## config.mk

```make
export PLATFORM = sky130hd
export DESIGN_NAME = wb_riot
export DESIGN_NICKNAME = d
export VERILOG_FILES = /design/src/rtl/riot_pkg.sv /design/src/rtl/riot_timer.sv /design/src/rtl/wb_riot.sv
export SDC_FILE = /design/constraint.sdc
export NUM_CORES = 1
export LEC_CHECK = 0
export CORE_ASPECT_RATIO = 0.6
export CORE_MARGIN = 10
export CORE_UTILIZATION = 26
export DETAILED_ROUTE_END_ITERATION = 12
export PLACE_DENSITY = 0.46
export SLEW_MARGIN = 5
export SYNTH_ARGS = -nofsm -noshare
export SYNTH_HDL_FRONTEND = slang
export SYNTH_HIERARCHICAL = 1
export SYNTH_SLANG_ARGS = --single-unit
```

## constraint.sdc

```tcl
create_clock -name clk_i -period 2.05 [get_ports clk_i]
set_input_delay 0.615 -clock clk_i [delete_from_list [all_inputs] [get_ports clk_i]]
set_output_delay 0.615 -clock clk_i [all_outputs]
set_load 0.005 [all_outputs]
```

## src/rtl/riot_pkg.sv

```systemverilog
// Shared definitions for the wb_riot 6532-style RIOT.
// Register map, prescale encoding, interval lookup and TIMINT layout.
package riot_pkg;

    localparam logic [7:0] A_SWCHA  = 8'h00;
    localparam logic [7:0] A_SWACNT = 8'h01;
    localparam logic [7:0] A_SWCHB  = 8'h02;
    localparam logic [7:0] A_SWBCNT = 8'h03;
    localparam logic [7:0] A_INTIM  = 8'h04;
    localparam logic [7:0] A_TIMINT = 8'h05;

    localparam int TIMINT_TBIT = 7;
    localparam int TIMINT_PBIT = 6;

    typedef enum logic [1:0] {
        P1    = 2'd0,
        P8    = 2'd1,
        P64   = 2'd2,
        P1024 = 2'd3
    } presc_t;

    // Last value of the interval counter before INTIM decrements.
    function automatic logic [10:0] interval_last(input presc_t p);
        case (p)
            P1:      return 11'd0;
            P8:      return 11'd7;
            P64:     return 11'd63;
            default: return 11'd1023;
        endcase
    endfunction

endpackage

```

## src/rtl/riot_timer.sv

```systemverilog
// RIOT interval timer: CPU-cycle prescaler, interval counter,
// INTIM down-counter and the sticky underflow flag.
module riot_timer
    import riot_pkg::*;
#(
    parameter int CLK_DIV = 24
) (
    input  logic       clk_i,
    input  logic       rst_ni,
    input  logic       load,
    input  logic [7:0] value,
    input  presc_t     prescale,
    input  logic       clear,
    output logic [7:0] intim,
    output logic       tflag
);

    localparam int PW = (CLK_DIV > 2) ? $clog2(CLK_DIV) : 1;
    localparam logic [PW-1:0] PLAST = PW'(CLK_DIV - 1);

    logic [PW-1:0] pcnt;
    logic [10:0]   icnt;
    presc_t        sel;
    logic          fast;
    logic          tick;
    logic          wrap;
    logic          unf;

    assign tick = (pcnt == PLAST);
    // After an underflow the count runs at one decrement per tick.
    assign wrap = fast | (icnt == interval_last(sel));
    assign unf  = tick & wrap & (intim == 8'h00);

    always_ff @(posedge clk_i or negedge rst_ni) begin
        if (!rst_ni) begin
            pcnt <= '0;
        end else if (tick) begin
            pcnt <= '0;
        end else begin
            pcnt <= pcnt + PW'(1);
        end
    end

    always_ff @(posedge clk_i or negedge rst_ni) begin
        if (!rst_ni) begin
            sel   <= P1024;
            fast  <= 1'b0;
            icnt  <= '0;
            intim <= '0;
            tflag <= 1'b0;
        end else if (load) begin
            sel   <= prescale;
            fast  <= 1'b0;
            icnt  <= '0;
            intim <= value;
            tflag <= 1'b0;
        end else begin
            if (tick) begin
                if (wrap) begin
                    icnt  <= '0;
                    intim <= intim - 8'd1;
                    if (intim == 8'h00) begin
                        fast <= 1'b1;
                    end
                end else begin
                    icnt <= icnt + 11'd1;
                end
            end
            if (unf) begin
                tflag <= 1'b1;
            end else if (clear) begin
                tflag <= 1'b0;
            end
        end
    end

endmodule

```

## src/rtl/wb_riot.sv

```systemverilog
// Wishbone RIOT: two I/O ports with direction registers plus interval timer.
// Define RIOT_IRQ_EN for the PA7 edge detector, IRQ enables and irq_o.
module wb_riot #(
    parameter int PORT_W  = 8,
    parameter int ADDR_W  = 7,
    parameter int CLK_DIV = 24
) (
    input  logic              clk_i,
    input  logic              rst_ni,
    input  logic              stb_i,
    input  logic              we_i,
    input  logic [ADDR_W-1:0] adr_i,
    input  logic [7:0]        dat_i,
    output logic              ack_o,
    output logic [7:0]        dat_o,
    input  logic [PORT_W-1:0] pa_i,
    output logic [PORT_W-1:0] pa_o,
    output logic [PORT_W-1:0] pa_oe_o,
    input  logic [PORT_W-1:0] pb_i,
    output logic [PORT_W-1:0] pb_o,
    output logic [PORT_W-1:0] pb_oe_o,
    output logic              irq_o
);

    import riot_pkg::*;

    logic [7:0]        a;
    logic              hi_ok;
    logic              acc;
    logic              wr;
    logic              rd;
    logic [PORT_W-1:0] wd;
    logic [PORT_W-1:0] pa_q;
    logic [PORT_W-1:0] pa_ddr;
    logic [PORT_W-1:0] pb_q;
    logic [PORT_W-1:0] pb_ddr;
    logic [PORT_W-1:0] pa_v;
    logic [PORT_W-1:0] pb_v;
    logic [7:0]        rdata;
    logic [7:0]        intim;
    logic              tflag;
    logic              pflag;
    logic              tload;
    logic              tclr;

    // Wide address buses must not alias onto the 8-bit map.
    if (ADDR_W > 8) begin : g_hi
        assign hi_ok = ~|adr_i[ADDR_W-1:8];
    end else begin : g_nohi
        assign hi_ok = 1'b1;
    end

    assign a    = hi_ok ? 8'(adr_i) : 8'hFF;
    assign acc  = stb_i & ~ack_o;
    assign wr   = acc & we_i;
    assign rd   = acc & ~we_i;
    assign wd   = PORT_W'(dat_i);
    assign pa_v = (pa_q & pa_ddr) | (pa_i & ~pa_ddr);
    assign pb_v = (pb_q & pb_ddr) | (pb_i & ~pb_ddr);
    assign tclr = rd & (a == A_INTIM);

    assign pa_o    = pa_q;
    assign pa_oe_o = pa_ddr;
    assign pb_o    = pb_q;
    assign pb_oe_o = pb_ddr;

    always_comb begin
        rdata = 8'h00;
        case (a)
            A_SWCHA:  rdata = 8'(pa_v);
            A_SWACNT: rdata = 8'(pa_ddr);
            A_SWCHB:  rdata = 8'(pb_v);
            A_SWBCNT: rdata = 8'(pb_ddr);
            A_INTIM:  rdata = intim;
            A_TIMINT: begin
                rdata[TIMINT_TBIT] = tflag;
                rdata[TIMINT_PBIT] = pflag;
            end
            default:  rdata = 8'h00;
        endcase
    end

    always_ff @(posedge clk_i or negedge rst_ni) begin
        if (!rst_ni) begin
            ack_o  <= 1'b0;
            dat_o  <= 8'h00;
            pa_q   <= '0;
            pa_ddr <= '0;
            pb_q   <= '0;
            pb_ddr <= '0;
        end else begin
            ack_o <= acc;
            if (rd) begin
                dat_o <= rdata;
            end
            if (wr) begin
                case (a)
                    A_SWCHA:  pa_q   <= wd;
                    A_SWACNT: pa_ddr <= wd;
                    A_SWCHB:  pb_q   <= wd;
                    A_SWBCNT: pb_ddr <= wd;
                    default:  ;
                endcase
            end
        end
    end

`ifdef RIOT_IRQ_EN
    logic ewr;
    logic hit;
    logic pa7_q;
    logic pos_q;
    logic pie_q;
    logic tie_q;
    logic pf_q;
    logic irq_q;

    // Timer writes at 0x1C-0x1F are the IRQ-enabled aliases of 0x14-0x17.
    assign tload = wr & (a[7:5] == 3'b000) & a[4] & a[2];
    assign ewr   = wr & (a[7:2] == 6'b000001);
    assign hit   = pos_q ? (~pa7_q & pa_i[PORT_W-1])
                         : (pa7_q & ~pa_i[PORT_W-1]);

    always_ff @(posedge clk_i or negedge rst_ni) begin
        if (!rst_ni) begin
            pa7_q <= 1'b0;
            pos_q <= 1'b0;
            pie_q <= 1'b0;
            tie_q <= 1'b0;
            pf_q  <= 1'b0;
            irq_q <= 1'b0;
        end else begin
            pa7_q <= pa_i[PORT_W-1];
            if (ewr) begin
                pos_q <= a[0];
                pie_q <= a[1];
            end
            if (tload) begin
                tie_q <= a[3];
            end
            if (hit) begin
                pf_q <= 1'b1;
            end else if (rd && (a == A_TIMINT)) begin
                pf_q <= 1'b0;
            end
            irq_q <= (tflag & tie_q) | (pf_q & pie_q);
        end
    end

    assign pflag = pf_q;
    assign irq_o = irq_q;
`else
    assign tload = wr & (a[7:2] == 6'b000101);
    assign pflag = 1'b0;
    assign irq_o = 1'b0;
`endif

    riot_timer #(
        .CLK_DIV (CLK_DIV)
    ) u_timer (
        .clk_i    (clk_i),
        .rst_ni   (rst_ni),
        .load     (tload),
        .value    (dat_i),
        .prescale (presc_t'(a[1:0])),
        .clear    (tclr),
        .intim    (intim),
        .tflag    (tflag)
    );

endmodule

```

# ---- Word level (Yosys, flattened, before mapping)
# Index checks and enable logic that the tools add are counted.
dict set report word_totals {
  ff_bits 69
  input_bits 35
  output_inout_bits 42
}
dict set report op_classes {
  addsub 3
  eq_ne 10
  mux 17
  n_bitwise 18
  n_reduce_logical 13
}
# cell n
set op_table {}
lappend op_table {{$mux 11} 3}
lappend op_table {{$and 8x8->8} 4}
lappend op_table {{$pmux 10 s3} 1}
lappend op_table {{$pmux 6 s5} 1}
lappend op_table {{$mux 8} 3}
lappend op_table {{$logic_not 8->1} 2}
lappend op_table {{$not 8->8} 2}
lappend op_table {{$or 8x8->8} 2}
lappend op_table {{$eq 7x2->1 const B} 2}
lappend op_table {{$eq 7x3->1 const B} 2}
lappend op_table {{$pmux 2 s6} 1}
lappend op_table {{$add 11x1->11 const B} 1}
lappend op_table {{$eq 11x10->1} 1}
lappend op_table {{$reduce_and 2->1} 5}
lappend op_table {{$sub 8x1->8 const B} 1}
lappend op_table {{$and 1x1->1} 7}
lappend op_table {{$eq 7x1->1 const B} 1}
lappend op_table {{$mux 1} 7}
lappend op_table {{$reduce_bool 2->1} 3}
lappend op_table {{$add 5x1->5 const B} 1}
lappend op_table {{$eq 5x3->1 const B} 1}
lappend op_table {{$eq 5x5->1 const B} 1}
lappend op_table {{$mux 5} 1}
lappend op_table {{$reduce_and 3->1} 1}
lappend op_table {{other kinds (6)} 7}

# ---- Longest topological paths before layout
# Gate-level depths: netlist (run 1).
dict set report depth {
  word_depth 8
  mapped_depth 8
}

# ---- By module
# Netlist (run 1), hierarchy kept.
# module instances cells_per_inst area_per_inst_um2 seq_area_each_um2
set by_module_without_submodules {}
lappend by_module_without_submodules {wb_riot 1 179 2080.7 1026.0}
lappend by_module_without_submodules {riot_timer 1 169 1652.8 703.2}

# ---- Worst setup path after synthesis (run 1)
# No wires, ideal clock.
dict set report synth_timing {
  kind {input port to flip-flop}
  startpoint {input adr_i[1]}
  endpoint {register pb_q[0], in the netlist pb_o[0]}
  setup_ns 0.125
  arrival_ns 2.046
  required_time_ns 1.925
  setup_slack_ns -0.120
  stages 5
  path_buffers 2
  cell_sequence {buf_4 -> or3b_2 -> buf_4 -> nor3b_4 -> mux2_2}
}
dict set report synth_via {
  elab_chain_len 2
}
# item line_no
set synth_rtl {}
lappend synth_rtl {{from (decl)} wb_riot.sv:12} ;# input logic [ADDR_W-1:0] adr_i,
lappend synth_rtl {{$eq 7x2->1} wb_riot.sv:97} ;# case (a)
lappend synth_rtl {{$reduce_and 2->1 (no line)} --}
lappend synth_rtl {{to (signal assigned)} wb_riot.sv:100} ;# A_SWCHB: pb_q <= wd;
lappend synth_rtl {{to (decl)} wb_riot.sv:35} ;# logic [PORT_W-1:0] pb_q;
# No other way between the ends.
# A chain may end at the register's enable or synchronous reset.

# ---- Worst setup path in the final report (run 1)
dict set report layout_timing {
  startpoint {register u_timer.sel[1]}
  endpoint {register u_timer.intim[1]}
}
dict set report layout_via {
  elab_chain_len 6
}
# item line_no
set layout_rtl {}
lappend layout_rtl {{from (decl)} riot_timer.sv:23} ;# presc_t sel;
lappend layout_rtl {{from (signal assigned)} riot_timer.sv:52} ;# sel <= prescale;
lappend layout_rtl {{$eq 2x2->1, or another cell as far along} riot_pkg.sv:24} ;# case (p)
lappend layout_rtl {{$pmux 10 s3 *} riot_pkg.sv:24}
lappend layout_rtl {{$eq 11x10->1 *} riot_timer.sv:31} ;# assign wrap = fast | (icnt == interval_last(sel));
lappend layout_rtl {{$or 1x1->1 *} riot_timer.sv:31}
lappend layout_rtl {{$reduce_bool 2->1 (no line) *} --}
lappend layout_rtl {{$reduce_and 2->1 (no line) *} --}
lappend layout_rtl {{to (signal assigned)} riot_timer.sv:55} ;# intim <= value;
lappend layout_rtl {{to (signal assigned)} riot_timer.sv:61} ;# intim <= intim - 8'd1;
lappend layout_rtl {{to (decl)} riot_timer.sv:14} ;# output logic [7:0] intim,
# Every way passes the cells marked *; elsewhere a longest branch is shown, timed or not.

==> impl_metrics.py, run 1 <==
metrics = {
    "clock_network": {
        "insertion_delay_ns": 0.33,
        "cts.htree.levels": 3,
        "hold_buffers": 0,
        "cts_tree": "done",
        "clock_sink_count": 69,
        "cts_buffers": 9,
        "clock-root-buffer": "clkbuf_16",
        "path_clk_slew_ns": 0.06,
        "clockBufferDepth": 2,
    },
    "power_and_ir_drop": {
        "finalPower_mw": 4.469,
        "p_leak_nw": 2.310,
        "vdd_drop_max_uv": 394.2,
        "power.density_nw_per_um2": 803.0,
    },
    "synth": {
        "synth.top_cell.area_share_pct": 44.91,
        "ys_ff_latch": 69,
        "synthArstFlopShare_pct": 100.0,
        "syn-cell-area_um2": 3734,
        "synth.yosys.warnings": 6,
        "synth-seq-area-share_pct": 46.31,
        "synth-edff-count": 0,
        "synth_nets": 386,
        "syn_inst": 348,
        "ys_types": 59,
        "ys_top_cells_by_area": "dfrtp_1 45%, mux2_2 11%, mux2i_1 2.7%",
        "yosysTopAreaCell": "dfrtp_1",
        "avgSynthCellArea_um2": 10.73,
        "synthFlopType": "dfrtp_1",
    },
    "floorplanning": {
        "die_area_um2": 19710,
        "io_pins": 77,
        "die_w_um": 174.7,
        "initial_utilization_pct": 26.91,
        "core_um2": 13870,
        "rows": 33,
        "dieHeight_um": 112.8,
    },
    "worst_setup_path": {
        "worstSetupPathType": "register to register",
        "worst_setup_path_end_kind": "register",
        "crit_arrival_ns": 2.25,
        "crit_fanout": 5,
        "path_buf_inv": 1,
        "cp-start-kind": "register",
        "cp.required_ns": 2.26,
        "cp_slowest_cell": "dfstp_2",
        "slowest_delay_ns": 0.57,
        "worstPathCellList": "nand2_2 -> or3_4 -> a211oi_4 -> buf_6 -> o211ai_2 -> mux2i_1 -> mux2_2",
        "cpLargestDelayFamily": "flip-flops",
    },
    "global_route": {
        "antenna_found_initial": 0,
        "grt_usage_pct": 12.61,
        "grt_pass1_vias": 3361,
        "grt_first_pass_wirelength_mm": 19.72,
        "overflow": 0,
        "grt_max_degree": 70,
    },
    "flow_run": {
        "drv_cap": 0,
    },
    "routing": {
        "first_pass_iters": 4,
        "ant_nets": 0,
        "wl_mm": 12.34,
        "vias_per_cell": 4.829,
        "drc_errors": 0,
        "dr.first_iter.drc_count": 201,
        "num_vias": 3221,
        "wl_per_cell_um": 18.51,
    },
    "min_path": {
        "min_path_type": "input port to async pin",
    },
    "cells_and_area": {
        "most-common-layout-cells": "67 x dfrtp_1, 67 x clkdlybuf4s50_1, 39 x buf_4, 34 x mux2_2, 23 x nand2_1",
        "diodes": 0,
        "final_nets": 508,
        "syn_to_final_growth_pct": 49.06,
        "drive_gt1_share_pct": 32.63,
    },
    "timing": {
        "fmax_ghz": 0.4900,
        "rsz0062_at_grt": "yes",
        "finalHoldViolCount": 0,
        "setup_tns_ns": 0,
        "worstMarginPinSlew_ns": 0.5512,
        "setup_violations": 0,
        "fin_skew_ns": 0.005331,
        "hold_slack_ns": 0.2920,
        "period_share_pct": 99.55,
        "final-max-slew-violation-count": 0,
        "max-slew-margin-rel_pct": 63.20,
        "period_minus_slack_ns": 2.041,
    },
    "placed_design": {
        "hpwl_mm": 9.186,
        "io_buffers": 75,
        "routabilityCongestion": 0.8189,
    },
    "status": {
        "status": "finished clean",
    },
}
-- synth_stat cells, drive strengths merged, types with 8 or more instances --
| library cell | number |
|---|---|
| mux2i | 10 |
| or3b | 11 |
| mux2 | 38 |
| a21oi | 20 |
| nand2 | 28 |
| dfrtp | 67 |
| o21ai | 25 |
| nand3 | 11 |
| clkbuf | 9 |
| nor3 | 9 |
| nor2 | 21 |
| inv | 8 |
-- what timing repair did --
item	CTS	global route
setup endpoints to repair	41	53
cloned	0	1
setup buffers	1	1
pin swaps	4	5
gates resized for setup	13	22
-- sequential cells by signal, indices dropped and copies added, names as in the netlist --
name,count
ack_o,1
dat_o,8
pa_o,8
pa_oe_o,8
pb_o,8
pb_oe_o,8
u_timer/fast,1
u_timer/icnt,11
u_timer/intim,8
u_timer/pcnt,5
u_timer/sel,2
u_timer/tflag,1
-- power by group --
part | internal (mW) | switching, mW
clock | 1.13 | 0.588
sequential | 1.52 | 0.237
combinational | 0.528 | 0.459
total | 3.19 | 1.28
-- routing by layer --
| metal | vias up | GRT usage, % | part of all wire, % |
|---|---|---|---|
| li1 | 1528 | - | - |
| met1 | 1610 | 19.10 | 56 |
| met2 | 78 | 16.56 | 39 |
| met3 | 5 | 4.117 | 5.2 |
| met4 | 0 | 2.700 | 0.53 |
| met5 | - | 0 | 0 |
-- stage by stage --
step	setup WS (ns)	cell area (µm²)	util (%)	std cells
floorplan	-0.06811	3754	-	348
global placement	-0.5189	5101	36.77	649
detailed placement	-0.5242	5101	36.77	649
CTS	0.0006062	5461	39.37	666
global route	-0.07372	5565	40.12	667
finish	0.009285	5565	40.12	667
-- worst paths after layout --
check | depth (start not counted) | slack (ns) | start | to
worst max-delay path | 7 | 0.009 | u_timer/sel[1] | u_timer/intim[1]
worst min-delay path | 2 | 0.29 | rst_ni | u_timer/pcnt[2]
worst max register to register | 7 | 0.009 | u_timer/sel[1] | u_timer/intim[1]
worst min register to register | 1 | 0.47 | u_timer/pcnt[0] | u_timer/pcnt[0]
max in group asynchronous | 2 | 1.42 | rst_ni | u_timer/icnt[2]
min in group clk_i | 1 | 0.47 | u_timer/pcnt[0] | u_timer/pcnt[0]
-- area by class of cell --
| class | instances | area (µm²) |
|---|---|---|
| repair buffers | 126 | 1237 |
| multi-input cells | 256 | 2001 |
| clock buffers | 13 | 260.3 |
| well taps | 192 | 240.2 |
| flip-flops and latches | 69 | 1729 |
| inverters | 8 | 30.03 |
| fillers | 1370 | 8308 |
| clock inverters | 3 | 67.56 |
-- cells by family after synthesis --
family | synth area share, %
AO/OA/AOI/OAI | 15.45
AND/OR/NAND/NOR | 18.20
XOR/XNOR | 1.877
buffers and inverters | 2.915
flip-flops | 46.31
multiplexers | 14.14
adder cells (fa/ha/maj) | 1.005
other | 0.1004
Note: power is estimated with default switching activity, not from simulation.
==> inputs of run 2 (changes only) <==
==> constraint.sdc (replaced) <==
create_clock -name clk_i -period 2.05 [get_ports clk_i]
set_input_delay 0.3075 -clock clk_i [delete_from_list [all_inputs] [get_ports clk_i]]
set_output_delay 0.3075 -clock clk_i [all_outputs]
set_load 0.005 [all_outputs]
==> impl_metrics.py, run 2 (same netlist as run 1, synthesis figures left out) <==
metrics = {
    "clock_network": {
        "cts.htree.levels": 3,
        "clock-root-buffer": "clkbuf_16",
        "path_clk_slew_ns": 0.06,
        "clock_sink_count": 69,
        "clockBufferDepth": 2,
        "cts_buffers": 9,
        "cts_tree": "done",
        "insertion_delay_ns": 0.34,
    },
    "placed_design": {
        "io_buffers": 75,
        "place_area_um2": 5050,
        "hpwl_mm": 9.346,
        "routabilityCongestion": 0.8186,
    },
    "cells_and_area": {
        "drive_gt1_share_pct": 30.23,
        "fin_area_um2": 5420,
        "diodes": 0,
        "largest_reg_flops": 11,
        "most-common-layout-cells": "74 x clkdlybuf4s50_1, 67 x dfrtp_1, 40 x buf_4, 38 x mux2_2, 25 x nand2_1",
        "layout_commonest_cell": "clkdlybuf4s50_1",
        "regMostFlops": "u_timer/icnt",
        "syn_to_final_growth_pct": 45.17,
        "final_nets": 507,
        "fin_util_pct": 39.07,
        "nFillCells": 1404,
    },
    "power_and_ir_drop": {
        "vdd_drop_max_uv": 406.0,
        "power.density_nw_per_um2": 762.8,
        "combPwrFrac_pct": 22.5,
        "p_leak_nw": 2.246,
        "finalPower_mw": 4.134,
        "p_seq_share_pct": 42.4,
        "switching_share_pct": 30.59,
        "p_int_mw": 2.870,
        "clockPowerShare_pct": 35.1,
        "power.switching_mw": 1.265,
    },
    "routing": {
        "wl_mm": 12.15,
        "dr.first_iter.drc_count": 193,
        "wl_per_cell_um": 18.27,
        "first_pass_iters": 4,
        "num_vias": 3200,
        "ant_nets": 0,
        "drc_errors": 0,
        "vias_per_cell": 4.812,
    },
    "flow_run": {
        "drv_cap": 0,
    },
    "timing": {
        "finalHoldViolCount": 0,
        "fin_skew_ns": 0.004208,
        "setup_violations": 1,
        "fmax_ghz": 0.4852,
        "final-max-slew-violation-count": 0,
        "period_share_pct": 100.5,
        "rsz0062_at_grt": "yes",
        "period_minus_slack_ns": 2.061,
        "setup_ws_ns": -0.01093,
    },
    "worst_setup_path": {
        "cp.required_ns": 2.27,
        "slowest_delay_ns": 0.58,
        "worst_setup_path_end_kind": "register",
        "cp_slowest_cell": "dfstp_2",
        "cp-start-kind": "register",
        "crit_arrival_ns": 2.28,
        "path_buf_inv": 1,
        "cpLargestDelayFamily": "flip-flops",
        "worstPathCellList": "nand2_2 -> or3_4 -> a211oi_4 -> buf_6 -> o2111ai_2 -> xnor2_1 -> mux2_2",
        "crit_fanout": 5,
        "reg2reg_slack_ns": -0.01,
        "worstSetupPathType": "register to register",
    },
    "global_route": {
        "grt_pass1_vias": 3326,
        "grt_usage_pct": 12.27,
        "antenna_found_initial": 0,
        "grt_max_degree": 33,
        "grt_first_pass_wirelength_mm": 19.15,
        "overflow": 0,
    },
    "floorplanning": {
        "die_w_um": 174.7,
        "rows": 33,
        "die_area_um2": 19710,
        "dieHeight_um": 112.8,
        "io_pins": 77,
        "core_um2": 13870,
        "initial_utilization_pct": 26.91,
    },
    "status": {
        "status": "complete, but fails checks",
        "violations": "negative setup slack",
    },
    "min_path": {
        "min_path_type": "input port to async pin",
    },
}
-- run 2: changes by cell type in the layout (fill, tap and decap cells not counted), moves of 3 or more --
cell | previous run | this run
clkdlybuf4s50_1 | 67 | 74
dlygate4sd2_1 | 4 | 0
mux2_2 | 34 | 38
mux2_4 | 4 | 0
o2111ai_1 | 0 | 4
o2111ai_2 | 6 | 2
or3b_4 | 3 | 0
-- run 2: cell type report --
| type | count | area, µm² | area share (%) |
|---|---|---|---|
| multi-input combinational | 256 | 1936 | 35.71 |
| sequential | 69 | 1729 | 31.90 |
| timing repair buffer | 125 | 1210 | 22.32 |
| tap | 192 | 240.2 | 4.432 |
| clock buffer | 10 | 239.0 | 4.409 |
| clock inverter | 5 | 36.28 | 0.6694 |
| inverter | 8 | 30.03 | 0.5540 |
-- run 2: repair_timing --
action,CTS,global route
endpoints found under the setup margin,18,20
buffers inserted,5,0
gates resized for setup,3,6
hold endpoints to repair,10,0
hold buffers,1,0
pin swaps,2,3
-- run 2: per-layer routing --
layer  GRT usage (%)  vias to the layer above  routed length, µm  part of all wire [%]
met5               0                        -                  0                     0
li1                -                     1530                  -                     -
met3           4.714                        9                870                   7.2
met4           3.206                        0                112                  0.92
met1           18.39                     1576               6541                    54
met2           15.57                       85               4625                    38
-- run 2: final timing paths --
path | cells after the start | to | startpoint
setup / recovery | 7 | u_timer/intim[5] | u_timer/sel[1]
hold / removal | 2 | pa_oe_o[2] | rst_ni
setup reg to reg | 7 | u_timer/intim[5] | u_timer/sel[1]
hold reg to reg | 1 | u_timer/pcnt[0] | u_timer/pcnt[0]
max in group asynchronous | 4 | dat_o[7] | rst_ni
min in group clk_i | 1 | u_timer/pcnt[0] | u_timer/pcnt[0]
-- run 2: power groups by stage --
stage,combinational [mW],clock [mW],sequential [mW]
finish,0.930,1.45,1.75
global route,1.03,1.56,1.79
CTS,0.918,1.50,1.75
detailed placement,0.840,0,1.77
global placement,0.829,0,1.78
floorplan,0.526,0,1.69
-- run 2: stage by stage --
stage	worst slack, ns	TNS, ns	cells	hold slack [ns]
floorplan	-0.0002260	-0.0003486	348	0.01191
detailed placement	-0.2634	-8.811	645	0.2512
global placement	-0.2640	-8.703	645	0.2390
CTS	-0.02343	-0.07190	665	0.4161
finish	-0.01093	-0.01093	665	0.4107
global route	-0.1167	-1.471	665	0.4505
==> inputs of run 3 (changes only) <==
--- a/config.mk
+++ b/config.mk
@@ -8,6 +8,7 @@
 export CORE_ASPECT_RATIO = 0.6
 export CORE_MARGIN = 10
 export CORE_UTILIZATION = 26
+export CTS_CLUSTER_DIAMETER = 60
 export DETAILED_ROUTE_END_ITERATION = 12
 export PLACE_DENSITY = 0.46
 export SLEW_MARGIN = 5
==> results of run 3 <==
Final layout, timing and power as in run 2 (identical DEF).
